--- src/rtl/dcache_responder_if.sv ---
// Bundles the pipeline-side dcache request/response signals with the
// backing-memory request/ack signals that the responder sits between.
interface dcache_responder_if;
    logic [31:0] dcache_addr;
    logic [31:0] dcache_wdata;
    logic        dcache_en;
    logic        dcache_wr;
    logic [31:0] dcache_rdata;
    logic        dcache_rdy;
    logic [31:0] mem_addr;
    logic [31:0] mem_wdata;
    logic        mem_req;
    logic        mem_we;
    logic [31:0] mem_rdata;
    logic        mem_ack;

    modport slave (
        input  dcache_addr, dcache_wdata, dcache_en, dcache_wr, mem_rdata, mem_ack,
        output dcache_rdata, dcache_rdy, mem_addr, mem_wdata, mem_req, mem_we
    );

    modport master (
        output dcache_addr, dcache_wdata, dcache_en, dcache_wr, mem_rdata, mem_ack,
        input  dcache_rdata, dcache_rdy, mem_addr, mem_wdata, mem_req, mem_we
    );
endinterface

--- src/rtl/dcache_responder.sv ---
// Direct-mapped, one-word-per-line, write-through/no-write-allocate data cache
// with zero-latency read hits and a single outstanding backing-memory request.
//
// state | meaning
// IDLE  | accept request; read hits answered combinationally
// MEM   | backing-memory request outstanding, waiting for mem_ack
// DONE  | one-cycle completion; return register presented to pipeline
module dcache_responder #(
    parameter int INDEX_BITS = 4
) (
    input  logic              clock,
    input  logic              reset,
    dcache_responder_if.slave bus
);
    localparam int LINES = 1 << INDEX_BITS;
    localparam int TAG_W = 30 - INDEX_BITS;

    typedef enum logic [1:0] {IDLE, MEM, DONE} state_t;

    state_t state, state_nxt;

    logic [LINES-1:0]      valid;
    logic [TAG_W-1:0]      tag_mem  [LINES];
    logic [31:0]           data_mem [LINES];
    logic [31:0]           ret_data;

    logic                  mem_req_q;
    logic                  mem_we_q;
    logic [31:0]           mem_addr_q;
    logic [31:0]           mem_wdata_q;

    logic [INDEX_BITS-1:0] req_idx;
    logic [TAG_W-1:0]      req_tag;
    logic [INDEX_BITS-1:0] mem_idx;
    logic [TAG_W-1:0]      mem_tag;
    logic                  hit;
    logic                  wr_hit;
    logic                  start_mem;
    logic                  mem_done;
    logic                  rdy_c;
    logic [31:0]           rdata_c;
    logic                  unused_addr_lsb;

    assign req_idx = bus.dcache_addr[INDEX_BITS+1:2];
    assign req_tag = bus.dcache_addr[31:INDEX_BITS+2];
    assign unused_addr_lsb = ^bus.dcache_addr[1:0];

    // The outstanding request address doubles as the line locator at ack time.
    assign mem_idx = mem_addr_q[INDEX_BITS+1:2];
    assign mem_tag = mem_addr_q[31:INDEX_BITS+2];

    assign hit    = valid[req_idx] && (tag_mem[req_idx] == req_tag);
    assign wr_hit = valid[mem_idx] && (tag_mem[mem_idx] == mem_tag);

    always_ff @(posedge clock or posedge reset) begin
        if (reset) begin
            state <= IDLE;
        end else begin
            state <= state_nxt;
        end
    end

    always_comb begin
        state_nxt = state;
        rdy_c     = 1'b0;
        rdata_c   = 32'd0;
        start_mem = 1'b0;
        mem_done  = 1'b0;
        case (state)
            IDLE: begin
                rdy_c = !bus.dcache_en || (hit && !bus.dcache_wr);
                if (bus.dcache_en && hit && !bus.dcache_wr) begin
                    rdata_c = data_mem[req_idx];
                end
                if (bus.dcache_en && !(hit && !bus.dcache_wr)) begin
                    start_mem = 1'b1;
                    state_nxt = MEM;
                end
            end
            MEM: begin
                if (bus.mem_ack) begin
                    mem_done  = 1'b1;
                    state_nxt = DONE;
                end
            end
            DONE: begin
                rdy_c     = 1'b1;
                rdata_c   = ret_data;
                state_nxt = IDLE;
            end
            default: state_nxt = IDLE;
        endcase
    end

    always_ff @(posedge clock or posedge reset) begin
        if (reset) begin
            mem_req_q   <= 1'b0;
            mem_we_q    <= 1'b0;
            mem_addr_q  <= 32'd0;
            mem_wdata_q <= 32'd0;
            ret_data    <= 32'd0;
            valid       <= '0;
        end else begin
            if (start_mem) begin
                mem_req_q   <= 1'b1;
                mem_we_q    <= bus.dcache_wr;
                mem_addr_q  <= {bus.dcache_addr[31:2], 2'b00};
                mem_wdata_q <= bus.dcache_wdata;
            end else if (mem_done) begin
                mem_req_q <= 1'b0;
                mem_we_q  <= 1'b0;
            end
            if (mem_done && !mem_we_q) begin
                ret_data       <= bus.mem_rdata;
                valid[mem_idx] <= 1'b1;
            end
        end
    end

    // Line storage needs no reset: valid bits gate every use of it.
    always_ff @(posedge clock) begin
        if (mem_done) begin
            if (!mem_we_q) begin
                data_mem[mem_idx] <= bus.mem_rdata;
                tag_mem[mem_idx]  <= mem_tag;
            end else if (wr_hit) begin
                data_mem[mem_idx] <= mem_wdata_q;
            end
        end
    end

    assign bus.dcache_rdy   = rdy_c;
    assign bus.dcache_rdata = rdata_c;
    assign bus.mem_req      = mem_req_q;
    assign bus.mem_we       = mem_we_q;
    assign bus.mem_addr     = mem_addr_q;
    assign bus.mem_wdata    = mem_wdata_q;
endmodule
--- src/flat_wrapper.sv ---
// flat-port wrapper written by rule: the top's interface ports become plain ports
module dcache_responder_flat 
#(
    parameter int INDEX_BITS = 4
)
  (clock, reset, bus_dcache_addr, bus_dcache_wdata, bus_dcache_en, bus_dcache_wr, bus_mem_rdata, bus_mem_ack, bus_dcache_rdata, bus_dcache_rdy, bus_mem_addr, bus_mem_wdata, bus_mem_req, bus_mem_we);
  dcache_responder_if bus_i ();
  input  logic clock;
  input  logic reset;
  input wire logic [$bits(bus_i.dcache_addr)-1:0] bus_dcache_addr;
  input wire logic [$bits(bus_i.dcache_wdata)-1:0] bus_dcache_wdata;
  input wire logic [$bits(bus_i.dcache_en)-1:0] bus_dcache_en;
  input wire logic [$bits(bus_i.dcache_wr)-1:0] bus_dcache_wr;
  input wire logic [$bits(bus_i.mem_rdata)-1:0] bus_mem_rdata;
  input wire logic [$bits(bus_i.mem_ack)-1:0] bus_mem_ack;
  output wire logic [$bits(bus_i.dcache_rdata)-1:0] bus_dcache_rdata;
  output wire logic [$bits(bus_i.dcache_rdy)-1:0] bus_dcache_rdy;
  output wire logic [$bits(bus_i.mem_addr)-1:0] bus_mem_addr;
  output wire logic [$bits(bus_i.mem_wdata)-1:0] bus_mem_wdata;
  output wire logic [$bits(bus_i.mem_req)-1:0] bus_mem_req;
  output wire logic [$bits(bus_i.mem_we)-1:0] bus_mem_we;
  assign bus_i.dcache_addr = bus_dcache_addr;
  assign bus_i.dcache_wdata = bus_dcache_wdata;
  assign bus_i.dcache_en = bus_dcache_en;
  assign bus_i.dcache_wr = bus_dcache_wr;
  assign bus_i.mem_rdata = bus_mem_rdata;
  assign bus_i.mem_ack = bus_mem_ack;
  assign bus_dcache_rdata = bus_i.dcache_rdata;
  assign bus_dcache_rdy = bus_i.dcache_rdy;
  assign bus_mem_addr = bus_i.mem_addr;
  assign bus_mem_wdata = bus_i.mem_wdata;
  assign bus_mem_req = bus_i.mem_req;
  assign bus_mem_we = bus_i.mem_we;
  dcache_responder #(.INDEX_BITS(INDEX_BITS)) u_core (.clock(clock), .reset(reset), .bus(bus_i));
endmodule
--- config.mk ---
export PLATFORM = sky130hd
export DESIGN_NAME = dcache_responder_flat
export DESIGN_NICKNAME = d
export VERILOG_FILES = /design/src/rtl/dcache_responder_if.sv /design/src/rtl/dcache_responder.sv /design/src/flat_wrapper.sv
export SDC_FILE = /design/constraint.sdc
export NUM_CORES = 1
export LEC_CHECK = 0
export CORE_MARGIN = 8
export CORE_UTILIZATION = 28
export CTS_BUF_LIST = sky130_fd_sc_hd__clkbuf_16
export DETAILED_ROUTE_END_ITERATION = 6
export DONT_BUFFER_PORTS = 1
export SLEW_MARGIN = 15
export SYNTH_ARGS = -nofsm -noshare
export SYNTH_HDL_FRONTEND = slang
export SYNTH_SLANG_ARGS = --single-unit
--- constraint.sdc ---
create_clock -name clock -period 22.6 [get_ports clock]
set_clock_uncertainty 0.15 [all_clocks]
set_input_delay 0 -clock clock [delete_from_list [all_inputs] [get_ports clock]]
set_output_delay 0 -clock clock [all_outputs]
set_load 0.01 [all_outputs]
== Yosys cells after proc, flatten, opt, wreduce, memory -nomap -nowiden ==
Memories as Yosys holds them, arrays and structs flattened.
Index checks and enable logic that the tools add are counted.
Storage, ports and cells
  ROM bits: 0
  logic and storage cells: 63
  bits in latches: 0
  memories kept: 2
  register bits: 114
  memory bits (writable): 928
  output and inout bits: 99
Cells by class
  add/sub/neg operators: 0
  shifts and indexed selects: 0
  order comparisons: 3
  multiplexer cells: 27
  multipliers: 0
  div/mod/pow operators: 0
  reductions and logical operators: 16
  bitwise gates (word level): 2
  eq/ne operators: 6
Memories
  u_core.data_mem: depth 16, width 32, rd ports 1, clocked after Yosys merged registers in 0, write ports 1, RTL line dcache_responder.sv:24  | logic [31:0] data_mem [LINES];
  u_core.tag_mem: depth 16, width 26, rd ports 2, clocked after Yosys merged registers in 0, write ports 1, RTL line dcache_responder.sv:23  | logic [TAG_W-1:0] tag_mem [LINES];
Operators with widths (count)
  32-bit 2-to-1 mux: 2
  32-bit one-hot mux with 2 select lines: 1
  26-bit equality test: 2
  1-bit 2-to-1 mux: 17
  16-bit OR: 1
  4-bit by 5-bit < comparator with 1-bit output (second input constant): 2
  1-bit binary-select mux with 4-bit select: 2
  1-bit logical AND: 8
  1-bit demux with 4-bit select: 1
  4-bit by 1-bit >= comparator with 1-bit output (second input constant): 1
  1-bit zero test: 4
  2-bit 2-to-1 mux: 2
  2-bit one-hot mux with 2 select lines: 1
  2-bit by 1-bit equality test with 1-bit output (second input constant): 1
  2-bit equality test (second input constant): 1
  2-bit zero test: 1
  2-bit by 1-bit != test with 1-bit output (second input constant): 1
  2-bit != test (second input constant): 1
  1-bit one-hot mux with 2 select lines: 1
  2-bit AND reduction: 1
  2-bit nonzero test: 1
  1-bit logical OR: 1
  1-bit OR: 1

== Depth between registers and ports, before layout ==
  depth in word-level cells: 9
  gate-level depth with buffers: 15
  mapped depth without buffers: 8

== Least setup slack after synthesis ==
Ideal clock, no wire load.
  path kind: reg2reg
  from: reg u_core.mem_addr_q[2], in the netlist u_core.bus.mem_addr[2]
  to: mem u_core.data_mem[0][0], enable pin
  data required time: 21.855 ns
  path slack: 13.643 ns
  buffers on the path: 4
  library setup time: 0.595 ns
  cell stages (with the launch flop): 13
  clock period less this slack: 8.957 ns
  arrival time: 8.211 ns
  cell sequence: dfrtp_1 buf_2 buf_4 buf_2 buf_2 mux4_2 mux2i_1 mux2i_1 xor2_1 nor4_1 nand2_1 or3_4 a2111oi_0
Between the ends
  word-level cells in the longest chain between the ends: 8
RTL lines
  start, declared: RTL line dcache_responder.sv:29  | logic [31:0] mem_addr_q;
  start signal, assigned: RTL line dcache_responder.sv:107  | mem_addr_q <= {bus.dcache_addr[31:2], 2'b00};
  memory read 16 x 26 bit or 1-bit binary-select mux with 4-bit select (tied branches)
  26-bit equality test or 1-bit 2-to-1 mux (tied branches): RTL line dcache_responder.sv:53  | assign wr_hit = valid[mem_idx] && (tag_mem[mem_idx] == mem_tag);
  1-bit logical AND: RTL line dcache_responder.sv:53
  1-bit 2-to-1 mux: RTL line dcache_responder.sv:126  | end else if (wr_hit) begin
  1-bit 2-to-1 mux: RTL line dcache_responder.sv:123  | if (!mem_we_q) begin
  1-bit 2-to-1 mux: RTL line dcache_responder.sv:122  | if (mem_done) begin
  1-bit 2-to-1 mux (implied by the code): RTL line dcache_responder.sv:127  | data_mem[mem_idx] <= mem_wdata_q;
  1-bit OR (no source line)
  end, declared: RTL line dcache_responder.sv:24
Several ways; a longest one is shown, not always the timed one. The select of a mux whose other input is x is not followed.

== Worst setup path in the final report ==
  from: reg u_core.mem_addr_q[2], in the netlist u_core.bus.mem_addr[2]
  to: mem u_core.data_mem[14][14], enable pin
Same word-level chain as after synthesis.

==> qor.yml <==
cts:
  cts_resized: 0
  cts_buffers: 102
  cts_hold_buf: 195
  cts_tree: "yes"
  insertion_delay_ps: 720
  cts_setup_buffers: 0
  clk_pin_slew_ps: 60
  cts_sinks: 1042
  clockBufferDepth: 3
  htreeDepth: 3
  root_buffer: "clkbuf_16"
sta:
  finalHoldViolations: 0
  min_period_over_period_pct: 28.51
  setup_viol: 0
  setup_tns_ps: 0
  rsz0062_at_grt: "no"
  finalCriticalPeriod_ps: 6443
  report.final.slew_viol_count: 0
  worst_pin_slew_ps: 1266
  timing.slew.headroom_pct: 15.59
  fmax_mhz: 155.2
routing:
  drt-initial-drc-count: 2163
  vias: 23280
  drc: 0
  wl_per_cell_um: 26.57
  antenna_left: 0
  firstDrtPassIters: 7
  routed_wl_um: 125100
  via_per_inst: 4.946
setup_path:
  slowest_delay_ps: 810
  slowest_stage: "a21oi_4"
  arrival_ps: 6650
  critical_path.max_fanout: 91
  crit_path_end_kind: "flop"
  cp-start-kind: "flop"
  criticalPathCategory: "reg2reg"
  worst_ep_required_time_ps: 22810
  path_common_cell: "mux4_2"
  path_cells: "buf_12, mux4_2, mux4_2, xnor2_1, nand2_1, a2111oi_1, o211ai_1, or3_4, a21oi_4, buf_4"
grt:
  grt_overflow: 0
  grt_pass1_wl_um: 177900
  antenna_found_initial: 6
  grt_start_max_net_pins: 227
  grt_pass1_vias: 24410
  track_usage_pct: 13.90
pwr:
  power_density_nw_per_um2: 101.5
  p_leak_nw: 17.20
  p_total_mw: 5.402
  vdd_ir_drop_max_uv: 69.22
yosys:
  synth_area_leader_cell: "edfxtp_1"
  synth_most_common_cell: "edfxtp_1"
  synth_common_cells: "928 x edfxtp_1, 359 x mux4_2, 116 x mux2i_1"
  synth.distinct_cells: 72
  ys_ff_latch: 1042
  yosys_warnings: 0
  yosysTopAreaCellShare_pct: 61.73
  avgSynthCellArea_um2: 20.12
  synthCells: 2244
  synth_ff_type: "edfxtp_1"
  postSynth.asyncResetShare_pct: 10.94
  synth-edff-count: 928
  yosysSeqAreaShare_pct: 68.05
  synthTopCellsByArea: "edfxtp_1 62%, mux4_2 18%, dfrtp_1 6.3%"
  netlist_area_um2: 45140
finish:
  layout.nets: 2558
  final_util_pct: 33.19
  syn_to_final_growth_pct: 17.91
  ff_latch_area_um2: 30730
  drive_above_1_share_pct: 30.41
  multiInputGateArea_um2: 13750
  nFillCells: 15130
floorplanning:
  dieWidth_um: 417.5
  io-pin-count: 200
  start_util_pct: 28.15
  core-area_um2: 160400
  die_h_um: 417.5
  num_rows: 147
  dieArea_um2: 174300
place:
  gp_congestion: 0.8077
  place_hpwl_um: 68280
  portBuffers: 0
worst_hold_path:
  hp-class: "in2reg"
run_status:
  status: "finished clean"
job:
  drv_cap: 0
worst max-delay path, delay by kind of cell (launching register included):
| family | cells | cell delay [ps] |
|---|---|---|
| xor gates and xnor gates | 1 | 240 |
| DFF | 1 | 770 |
| and+or+nand+nor | 2 | 880 |
| buffers and inverters | 2 | 1120 |
| AOI/OAI and AO/OA | 3 | 1640 |
| muxes | 2 | 1080 |
sequential cells by signal, indices dropped and copies added (netlist names):
name / flops
u_core.bus.mem_wdata: 32
u_core.bus.mem_addr: 30
u_core.bus.mem_req: 1
u_core.valid: 16
u_core.ret_data: 32
u_core.bus.mem_we: 1
u_core.state: 2
u_core.data_mem: 512
u_core.tag_mem: 416
power breakdown:
part / internal [mW] / switching, mW / leakage, nW / total (mW)
logic: 0.558 / 0.502 / 5.76 / 1.06
registers: 2.33 / 0.234 / 9.70 / 2.57
clock network: 1.01 / 0.765 / 1.74 / 1.77
total: 3.90 / 1.50 / 17.2 / 5.40
layout by cell type (no fill, tap or decap), types with 45 or more instances in the layout:
master	n
mux2_4	45
clkbuf_16	103
mux4_2	359
edfxtp_1	928
dlygate4sd3_1	194
dfrtp_1	111
mux2_2	85
nand2_1	74
mux2i_1	116
inv_1	58
buf_4	49
final timing paths:
path                                        start                 endpoint  slack [ps]  cells after the start
max                        u_core.bus.mem_addr[2]  u_core.data_mem[14][14]       16160                     10
min                                   bus_mem_ack       u_core.bus.mem_req         120                      3
max reg2reg                u_core.bus.mem_addr[2]  u_core.data_mem[14][14]       16160                     10
min reg2reg                      u_core.valid[14]         u_core.valid[14]         340                      1
max in group asynchronous                   reset   u_core.bus.mem_addr[3]       20890                      4
min in group asynchronous                   reset  u_core.bus.mem_wdata[3]         340                      4
layer usage:
metal  vias to the layer above  routed length, um  track usage (%)
li1                       9735                  -                -
met1                     12550              47470            16.57
met2                       759              65150            24.57
met3                       233               6735            2.415
met4                         2               5681            6.231
met5                         -                 13                0
layout make-up:
| class | count | share of cell area [%] |
|---|---|---|
| repair buffers | 245 | 4.428 |
| inverters | 50 | 0.3667 |
| clock buffers | 103 | 4.842 |
| clock inverters | 89 | 1.723 |
| diodes | 2 | 0.009402 |
| multi-input cells | 1016 | 25.82 |
| well taps | 2160 | 5.077 |
| flip-flops and latches | 1042 | 57.73 |
metrics by stage:
stage	hold WS (ps)	cells	instance area (um2)	setup WS (ps)
global placement	-179.5	4318	47760	16150
detailed placement	-175.2	4318	47760	16140
global route	128.5	4707	53230	15940
floorplan	-48.30	2245	45150	13640
finish	120.3	4707	53230	16160
CTS	82.87	4705	53230	16090
cells by family after synthesis:
| family | after synthesis | share of synthesized area, % |
|---|---|---|
| compound gates | 154 | 2.334 |
| other cells | 1 | 0.008307 |
| mux | 606 | 24.16 |
| flops | 1042 | 68.05 |
| buf+inv | 187 | 2.220 |
| simple gates | 203 | 2.245 |
| xor+xnor | 51 | 0.9894 |
No activity file was read; power rests on OpenSTA's default activity.
